File: config.mk
export PLATFORM = sky130hd
export DESIGN_NAME = score_display_ctrl
export DESIGN_NICKNAME = d
export VERILOG_FILES = /design/src/rtl/score_display_ctrl.sv
export SDC_FILE = /design/constraint.sdc
export NUM_CORES = 1
export LEC_CHECK = 0
export BUFFER_PORTS_ARGS = -buffer_cell sky130_fd_sc_hd__buf_2
export CORE_ASPECT_RATIO = 0.5
export CORE_UTILIZATION = 62
export DETAILED_ROUTE_END_ITERATION = 16
export PLACE_DENSITY = 0.83
export SETUP_SLACK_MARGIN = 0.02
export SLEW_MARGIN = 25
export SYNTH_ARGS = -nofsm -noshare
export SYNTH_HDL_FRONTEND = slang
export SYNTH_SLANG_ARGS = --single-unit
File: constraint.sdc
create_clock -name clock -period 3.3 [get_ports clock]
set_input_delay 0.165 -clock clock [delete_from_list [all_inputs] [get_ports clock]]
set_output_delay 0.165 -clock clock [all_outputs]
set_load 0.01 [all_outputs]
File: src/rtl/score_display_ctrl.sv
// score_display_ctrl
//   Converts a binary score into four active-low 7-segment patterns (hex0 = units).
//   The conversion is sequential, using double-dabble (shift-add-3) over SCORE_W cycles.
//   A single external BCD-to-7-seg decoder is then time-shared over four scan cycles.
//   The four results are collected in a shadow bank and committed to the display in
//   one edge, so the display never shows a half-updated score.
module score_display_ctrl #(
  parameter int SCORE_W    = 14,
  parameter int SAT_VALUE  = 9999,
  parameter bit BLANK_LEAD = 1'b1
) (
  input  logic               clock,
  input  logic               resetn,
  input  logic [SCORE_W-1:0] score_in,
  input  logic               load,
  output logic               busy,
  output logic               done,
  output logic               overflow,
  output logic [3:0]         dec_bcd,
  input  logic [0:6]         dec_ss,
  output logic [0:6]         hex0,
  output logic [0:6]         hex1,
  output logic [0:6]         hex2,
  output logic [0:6]         hex3
);

  localparam int BCD_W = 16;
  localparam int SR_W  = BCD_W + SCORE_W;
  localparam int CNT_W = (SCORE_W > 1) ? $clog2(SCORE_W) : 1;
  localparam logic [CNT_W-1:0]   LAST_STEP = CNT_W'(SCORE_W - 1);
  localparam logic [31:0]        SAT_U     = 32'(SAT_VALUE);
  localparam logic [SCORE_W-1:0] SAT_CLAMP = SCORE_W'(SAT_VALUE);
  localparam logic [0:6]         SEG_BLANK = 7'b1111111;

  typedef enum logic [1:0] {
    S_IDLE = 2'd0,
    S_CONV = 2'd1,
    S_SCAN = 2'd2,
    S_DONE = 2'd3
  } state_t;

  state_t state_reg, state_next;

  // Combined double-dabble register: BCD field on top, binary operand below.
  logic [SR_W-1:0]  sr_reg;
  logic [CNT_W-1:0] step_reg;
  logic [1:0]       digit_reg;
  logic             overflow_reg;
  logic [0:6]       shadow_reg [4];
  logic [0:6]       hex_reg    [4];

  // Load-side saturation
  logic [31:0]        score_wide;
  logic               over_sat;
  logic [SCORE_W-1:0] score_clamped;

  // Conversion step datapath
  logic [BCD_W-1:0] bcd_cur;
  logic [BCD_W-1:0] bcd_adj;
  logic [SR_W-1:0]  sr_adj;
  logic [SR_W-1:0]  sr_shift;

  // Scan datapath
  logic [3:0] blank_vec;
  logic [3:0] cur_nibble;
  logic       cur_blank;
  logic [0:6] seg_capture;

  assign score_wide    = 32'(score_in);
  assign over_sat      = (score_wide > SAT_U);
  assign score_clamped = over_sat ? SAT_CLAMP : score_in;

  assign bcd_cur = sr_reg[SR_W-1:SCORE_W];

  genvar gi;
  generate
    for (gi = 0; gi < 4; gi++) begin : g_digit
      // Add-3 correction: any nibble >= 5 would exceed 9 after the doubling shift
      assign bcd_adj[gi*4 +: 4] = (bcd_cur[gi*4 +: 4] >= 4'd5) ? (bcd_cur[gi*4 +: 4] + 4'd3)
                                                               : bcd_cur[gi*4 +: 4];
      // Leading-zero blanking: a digit is blank when it and every higher digit are zero
      if (gi == 0) begin : g_units
        assign blank_vec[gi] = 1'b0;
      end else begin : g_upper
        assign blank_vec[gi] = BLANK_LEAD && (bcd_cur[BCD_W-1:gi*4] == '0);
      end
    end
  endgenerate

  assign sr_adj   = {bcd_adj, sr_reg[SCORE_W-1:0]};
  assign sr_shift = {sr_adj[SR_W-2:0], 1'b0};

  assign cur_nibble  = bcd_cur[{digit_reg, 2'b00} +: 4];
  assign cur_blank   = blank_vec[digit_reg];
  assign seg_capture = cur_blank ? SEG_BLANK : dec_ss;

  // State register
  always_ff @(posedge clock or negedge resetn) begin
    if (!resetn) begin
      state_reg <= S_IDLE;
    end else begin
      state_reg <= state_next;
    end
  end

  // Next-state logic: a load is only seen in IDLE, so loads while busy are dropped
  always_comb begin
    state_next = state_reg;
    case (state_reg)
      S_IDLE: if (load) state_next = S_CONV;
      S_CONV: if (step_reg == LAST_STEP) state_next = S_SCAN;
      S_SCAN: if (digit_reg == 2'd3) state_next = S_DONE;
      S_DONE: state_next = S_IDLE;
      default: state_next = S_IDLE;
    endcase
  end

  // Outputs decoded from state only; dec_bcd follows the scan index
  always_comb begin
    busy    = (state_reg != S_IDLE);
    done    = (state_reg == S_DONE);
    dec_bcd = 4'd0;
    if (state_reg == S_SCAN) begin
      dec_bcd = cur_nibble;
    end
  end

  // Conversion datapath: capture on accepted load, then shift-add-3 once per CONV cycle
  always_ff @(posedge clock or negedge resetn) begin
    if (!resetn) begin
      sr_reg       <= '0;
      step_reg     <= '0;
      digit_reg    <= 2'd0;
      overflow_reg <= 1'b0;
    end else begin
      case (state_reg)
        S_IDLE: begin
          if (load) begin
            sr_reg       <= {{BCD_W{1'b0}}, score_clamped};
            step_reg     <= '0;
            digit_reg    <= 2'd0;
            overflow_reg <= over_sat;
          end
        end
        S_CONV: begin
          sr_reg    <= sr_shift;
          step_reg  <= step_reg + CNT_W'(1);
          digit_reg <= 2'd0;
        end
        S_SCAN: begin
          digit_reg <= digit_reg + 2'd1;
        end
        default: ;
      endcase
    end
  end

  // Scan capture into the shadow bank; the last scan edge commits all four digits at once
  always_ff @(posedge clock or negedge resetn) begin
    if (!resetn) begin
      for (int i = 0; i < 4; i++) begin
        shadow_reg[i] <= SEG_BLANK;
        hex_reg[i]    <= SEG_BLANK;
      end
    end else if (state_reg == S_SCAN) begin
      shadow_reg[digit_reg] <= seg_capture;
      if (digit_reg == 2'd3) begin
        hex_reg[0] <= shadow_reg[0];
        hex_reg[1] <= shadow_reg[1];
        hex_reg[2] <= shadow_reg[2];
        // digit 3 is being decoded this very edge, so it bypasses the shadow
        hex_reg[3] <= seg_capture;
      end
    end
  end

  assign overflow = overflow_reg;
  assign hex0     = hex_reg[0];
  assign hex1     = hex_reg[1];
  assign hex2     = hex_reg[2];
  assign hex3     = hex_reg[3];

endmodule

==> metrics.cfg, run 1 <==
[status]
outcome = finished, final reports clean

[logic_synthesis]
synth_edf_count = 0
yosys_warnings = 0
synth_area_leader_cell = dfstp_2
async_flop_share = 1.000
yosysUniqueCellTypes = 46
seq_area_frac_synth = 0.5289
ys.flop_type = dfstp_2
synth-seq-cells = 88
syn_nets = 487
syn_area_um2 = 4279
synth_top_area_share = 0.3009
synthCells = 443
synth_area_leaders = dfstp_2, dfrtp_1, nand2_1
avgSynthCellArea_um2 = 9.659

[placement]
routabilityCongestion = 0.7924
dpl.hpwl_mm = 6.273
io_buffers = 58
dpl-instance-area_um2 = 4629

[cts]
htree_levels = 3
cts_buffers = 9
cts_root_buf = clkbuf_16
clkLatencyLatePin_ns = 0.35
cts_setup_buffers = 0
holdBufCountCts = 1
cts.reportedPaths.clkPinSlew_ns = 0.06
cts.sink_count = 88
tritoncts = yes
cts_buffer_depth = 2
ctsResizeCount = 0

[power_and_ir_drop]
p_per_area_nw_per_um2 = 952.8
leakagePower_uw = 0.002350
irDropWorstVdd_mv = 0.4605
p_total_uw = 4686

[grt]
gr-total-overflow = 0
antenna_found_initial = 0
grt_start_max_net_pins = 72
track_usage = 0.2788
grt_pass1_wl_mm = 15.14
first_global_vias = 3189

[sta]
rsz0062_at_grt = false
finalCritPeriodShare = 0.6800
setup_tns_ns = 0
worst-slew-pin-transition_ns = 0.9588
hold_slack_ns = 0.04104
clock.fmax_ghz = 0.4456
max-slew-margin-rel = 0.3608
fin_skew_ns = 0.009497
min_period_ns = 2.244
setup_viol = 0
finalHoldViolations = 0
slew_violations = 0

[drt]
drtIter0Drc = 327
dr_total_vias = 3412
dr.pass1.iters = 5
antenna_left = 0
drc = 0
viasPerCell = 5.783
drt-total-wl_mm = 9.131
wl_per_cell_um = 15.48

[critical_path]
end_kind = flip-flop
worstSetupPathType = flip-flop to flip-flop
arrival_ns = 2.45
regToRegEndpoint = sr_reg[20]
required_ns = 3.50
worstPathMaxFanout = 13
crit_path_start_kind = flip-flop
worst_r2r_path_depth = 6
r2r_start = state_reg[0]
rrSetupSlack_ns = 1.06

[final_layout]
final_cell_mix = nand2_1, buf_2, dfstp_2, dfrtp_1, nand3_1
nNetsFinal = 541
fin_util = 0.7738
largest_reg_flops = 30
area_growth_syn_to_layout_pct = 14.94
stdcell_area_um2 = 4918
n_fill_cell = 425
diodes = 0
drive_gt1_frac = 0.2769
final_common_cell = nand2_1

[floorplan]
die_h_um = 60.75
core_um2 = 6356
ioPinCount = 59
die_x_um = 119.5
num_rows = 20
start_util = 0.6732
dieArea_um2 = 7258

[hold_path]
hp-start = score_in[3]
holdPathEnd = sr_reg[3]
hold_path.class = input port to flip-flop
min_path_cells = 2

[flow_run]
cap_violations = 0

-- report_power, final --
group	internal, uW	switching, uW	leakage [uW]
clock	532	428	0.000143
combinational	715	980	0.00119
sequential	1700	334	0.00102
-- critical path, cell delays in order (launching register included) --
cell and delay (ns):
dfrtp_1 0.43, inv_1 0.09, ha_1 0.32, and2b_1 0.25
nor2_1 0.66, nand3_1 0.17, o311ai_0 0.17
-- through the flow --
step                      worst slack, ns  instances
after detailed placement            1.083        573
after global routing               0.8724        590
after CTS                           1.078        590
after global placement              1.209        573
after floorplan                     1.560        443
final                               1.056        590
-- cells by family after synthesis --
kind of cell / count (synthesis) / share of synthesized area
simple gates: 212 / 0.2170
flops: 88 / 0.5289
xor+xnor: 8 / 0.01637
compound gates: 68 / 0.1120
fa+ha+maj: 20 / 0.05848
mux: 8 / 0.03216
buf+inv: 39 / 0.03508
-- cells in the mapped netlist, types with 2 or more instances --
cell type / count
a22oi_1: 2
nand2b_1: 8
ha_1: 20
o22ai_1: 11
mux4_2: 3
mux2_2: 3
clkbuf_1: 15
xor2_1: 4
xnor2_1: 4
o21ai_2: 4
o31ai_1: 4
o21a_1: 4
o21ai_0: 12
nor3_1: 5
nand3_1: 32
a21oi_1: 10
nor2_1: 14
a222oi_1: 4
dfrtp_1: 39
dfstp_2: 49
o32ai_1: 2
o22a_1: 3
buf_2: 3
nand2_1: 137
inv_1: 20
a32o_1: 4
and2_1: 8
-- per-layer routing --
metal | GRT usage | vias to the layer above | part of all wire | wire (um)
met2 | 0.4550 | 105 | 0.46 | 4195
met4 | 0.09464 | 0 | 0.015 | 133
met1 | 0.3734 | 1684 | 0.47 | 4254
met3 | 0.07425 | 13 | 0.060 | 547
met5 | 0 | - | 0 | 0
li1 | - | 1610 | - | -
-- final cells by class --
type | instances | area [um^2] | share of cell area
Clock buffer | 10 | 239.0 | 0.04859
Clock inverter | 6 | 40.04 | 0.008140
Inverter | 20 | 75.07 | 0.01526
Multi-Input combinational cell | 316 | 1866 | 0.3793
Sequential cell | 88 | 2263 | 0.4602
Tap cell | 88 | 110.1 | 0.02239
Timing Repair Buffer | 62 | 325.3 | 0.06614
-- how the worst max path moves through the flow --
stage / startpoint / to / slack, ns / cells past startpoint
after floorplan: sr_reg[22] / hex3[0] / 1.56 / 6
after global placement: state_reg[0] / sr_reg[20] / 1.21 / 6
after detailed placement: state_reg[0] / sr_reg[20] / 1.08 / 6
after CTS: state_reg[0] / sr_reg[20] / 1.08 / 6
after global routing: state_reg[0] / sr_reg[20] / 0.87 / 6
final: state_reg[0] / sr_reg[20] / 1.06 / 6
No activity file was read; power rests on OpenSTA's default activity.
==> run 2: changes to the inputs <==
CORE_UTILIZATION = 57   (was 62)
PLACE_DENSITY = 0.77   (was 0.83)
clock period = 2.3 ns   (was 3.3 ns; I/O delays follow)
==> metrics.cfg, run 2 (synthesized netlist as in run 1, its figures left out) <==
[placement]
dpl.cell_count = 582  ; +1.6%
dpl-instance-area_um2 = 4684  ; +1.2%
routabilityCongestion = 0.8224  ; +3.8%
io_buffers = 58  ; unchanged
dpl.hpwl_mm = 6.364  ; +1.4%

[hold_path]
hold_path.class = input port to flip-flop
hp-start = score_in[7]
holdPathEnd = sr_reg[7]
min_path_cells = 3  ; +1

[final_layout]
area_growth_syn_to_layout_pct = 18.27
final_common_cell = nand2_1
largest_reg_flops = 30  ; unchanged
final_cell_mix = nand2_1, buf_2, dfstp_2, dfrtp_1, nand3_1
diodes = 0  ; unchanged
final_cells = 605  ; +2.5%
drive_gt1_frac = 0.2827  ; +0.005759
n_fill_cell = 527  ; +24%
stdcell_area_um2 = 5061  ; +2.9%
fin_util = 0.7269  ; -0.04696
nNetsFinal = 552  ; +2.0%

[drt]
wl_per_cell_um = 15.16  ; -2.1%
dr_total_vias = 3416  ; +0.12%
antenna_left = 0  ; unchanged
dr.pass1.iters = 4  ; -1
drtIter0Drc = 291  ; -11%
drc = 0  ; unchanged
drt-total-wl_mm = 9.170  ; +0.43%
viasPerCell = 5.646  ; -2.4%

[sta]
slew_violations = 0  ; unchanged
finalCritPeriodShare = 0.8914  ; +0.2113
clock.fmax_ghz = 0.4878  ; +9.5%
rsz0062_at_grt = false
fin_skew_ns = 0.006226  ; -0.003271 ns
worst-slew-pin-transition_ns = 0.5992  ; -0.3596 ns
setup_viol = 0  ; unchanged
min_period_ns = 2.050  ; -0.1939 ns
finalHoldViolations = 0  ; unchanged
max-slew-margin-rel = 0.6006  ; +0.2397
setup_tns_ns = 0  ; unchanged

[cts]
cts_root_buf = clkbuf_16
cts.reportedPaths.clkPinSlew_ns = 0.06  ; about the same
cts_setup_buffers = 0  ; unchanged
cts.sink_count = 88  ; unchanged
cts_buffer_depth = 2  ; unchanged
tritoncts = yes
htree_levels = 3  ; unchanged
clkLatencyLatePin_ns = 0.35  ; about the same
cts_buffers = 9  ; unchanged

[floorplan]
dieArea_um2 = 7879  ; +8.5%
die_h_um = 63.27  ; +4.1%
core_um2 = 6963  ; +9.5%
die_x_um = 124.5  ; +4.2%
start_util = 0.6146  ; -0.05867
num_rows = 21  ; +5.0%
ioPinCount = 59  ; unchanged

[grt]
track_usage = 0.2549  ; -0.02382
antenna_found_initial = 0  ; unchanged
grt_start_max_net_pins = 48  ; -33%
grt_pass1_wl_mm = 15.60  ; +3.1%
gr-total-overflow = 0  ; unchanged
first_global_vias = 3218  ; +0.91%

[critical_path]
worstPathMaxFanout = 7  ; -6
r2r_start = sr_reg[22]
arrival_ns = 2.34  ; -0.11 ns
regToRegEndpoint = hex3[2]
rrSetupSlack_ns = 0.25  ; -0.81 ns
crit_path_start_kind = flip-flop
end_kind = flip-flop
required_ns = 2.59  ; -0.91 ns
worstSetupPathType = flip-flop to flip-flop
worst_r2r_path_depth = 6  ; unchanged

[power_and_ir_drop]
irDropWorstVdd_mv = 0.7241  ; +57%
leakagePower_uw = 0.002413  ; +2.7%
p_per_area_nw_per_um2 = 1360  ; +43%
p_total_uw = 6884  ; +47%

[flow_run]
cap_violations = 0  ; unchanged

[status]
outcome = finished, final reports clean

-- run 2: per-layer routing --
layer / up-vias / routed length, um / global-route usage / share of wire
met5: - / 0 / 0 / 0
met4: 0 / 119 / 0.07681 / 0.013
met3: 11 / 507 / 0.07986 / 0.055
met2: 101 / 4177 / 0.3964 / 0.46
met1: 1662 / 4366 / 0.3444 / 0.48
li1: 1642 / - / - / -
-- run 2: worst max path at each step --
| stage | startpoint | end | cells past startpoint |
|---|---|---|---|
| after floorplan | sr_reg[22] | hex3[0] | 6 |
| after global placement | state_reg[0] | sr_reg[4] | 6 |
| after detailed placement | state_reg[0] | sr_reg[7] | 6 |
| after CTS | state_reg[0] | sr_reg[7] | 6 |
| after global routing | sr_reg[22] | shadow_reg[15] | 6 |
| final | sr_reg[22] | hex3[2] | 6 |
-- run 2: metrics by stage --
stage	setup slack [ns]	hold WS, ns
after floorplan	0.5604	-0.1806
after global placement	0.2363	0.1596
final	0.2498	0.006469
after detailed placement	0.1789	0.1593
after global routing	0.1682	0.02391
after CTS	0.1817	0.00001260
-- run 2: what timing repair did --
action	4_1_cts	5_1_grt
endpoints found under the hold margin	40	0
hold buffers	7	0
setup endpoints to repair	0	4
resized for setup	0	1
-- run 2: area by class of cell --
type / count / area (um^2) / area share
clock buffers: 10 / 239.0 / 0.04722
multi-input cells: 316 / 1868 / 0.3691
repair buffers: 73 / 435.4 / 0.08603
flip-flops and latches: 88 / 2263 / 0.4472
clock inverters: 6 / 65.06 / 0.01286
inverters: 20 / 75.07 / 0.01483
well taps: 92 / 115.1 / 0.02274
-- run 2: power by group --
group | total (uW) | internal (uW) | switching, uW
sequential | 2910 | 2430 | 479
clock | 1500 | 876 | 624
combinational | 2470 | 1060 | 1410
total | 6880 | 4370 | 2510
-- run 2: worst max-delay path, cell delays in order, from the launching register on --
cell     delay (ns)
dfrtp_1        0.41
inv_1          0.14
ha_1           0.24
or3b_4         0.42
a21oi_1        0.45
o21ai_2        0.21
nand3_1        0.13
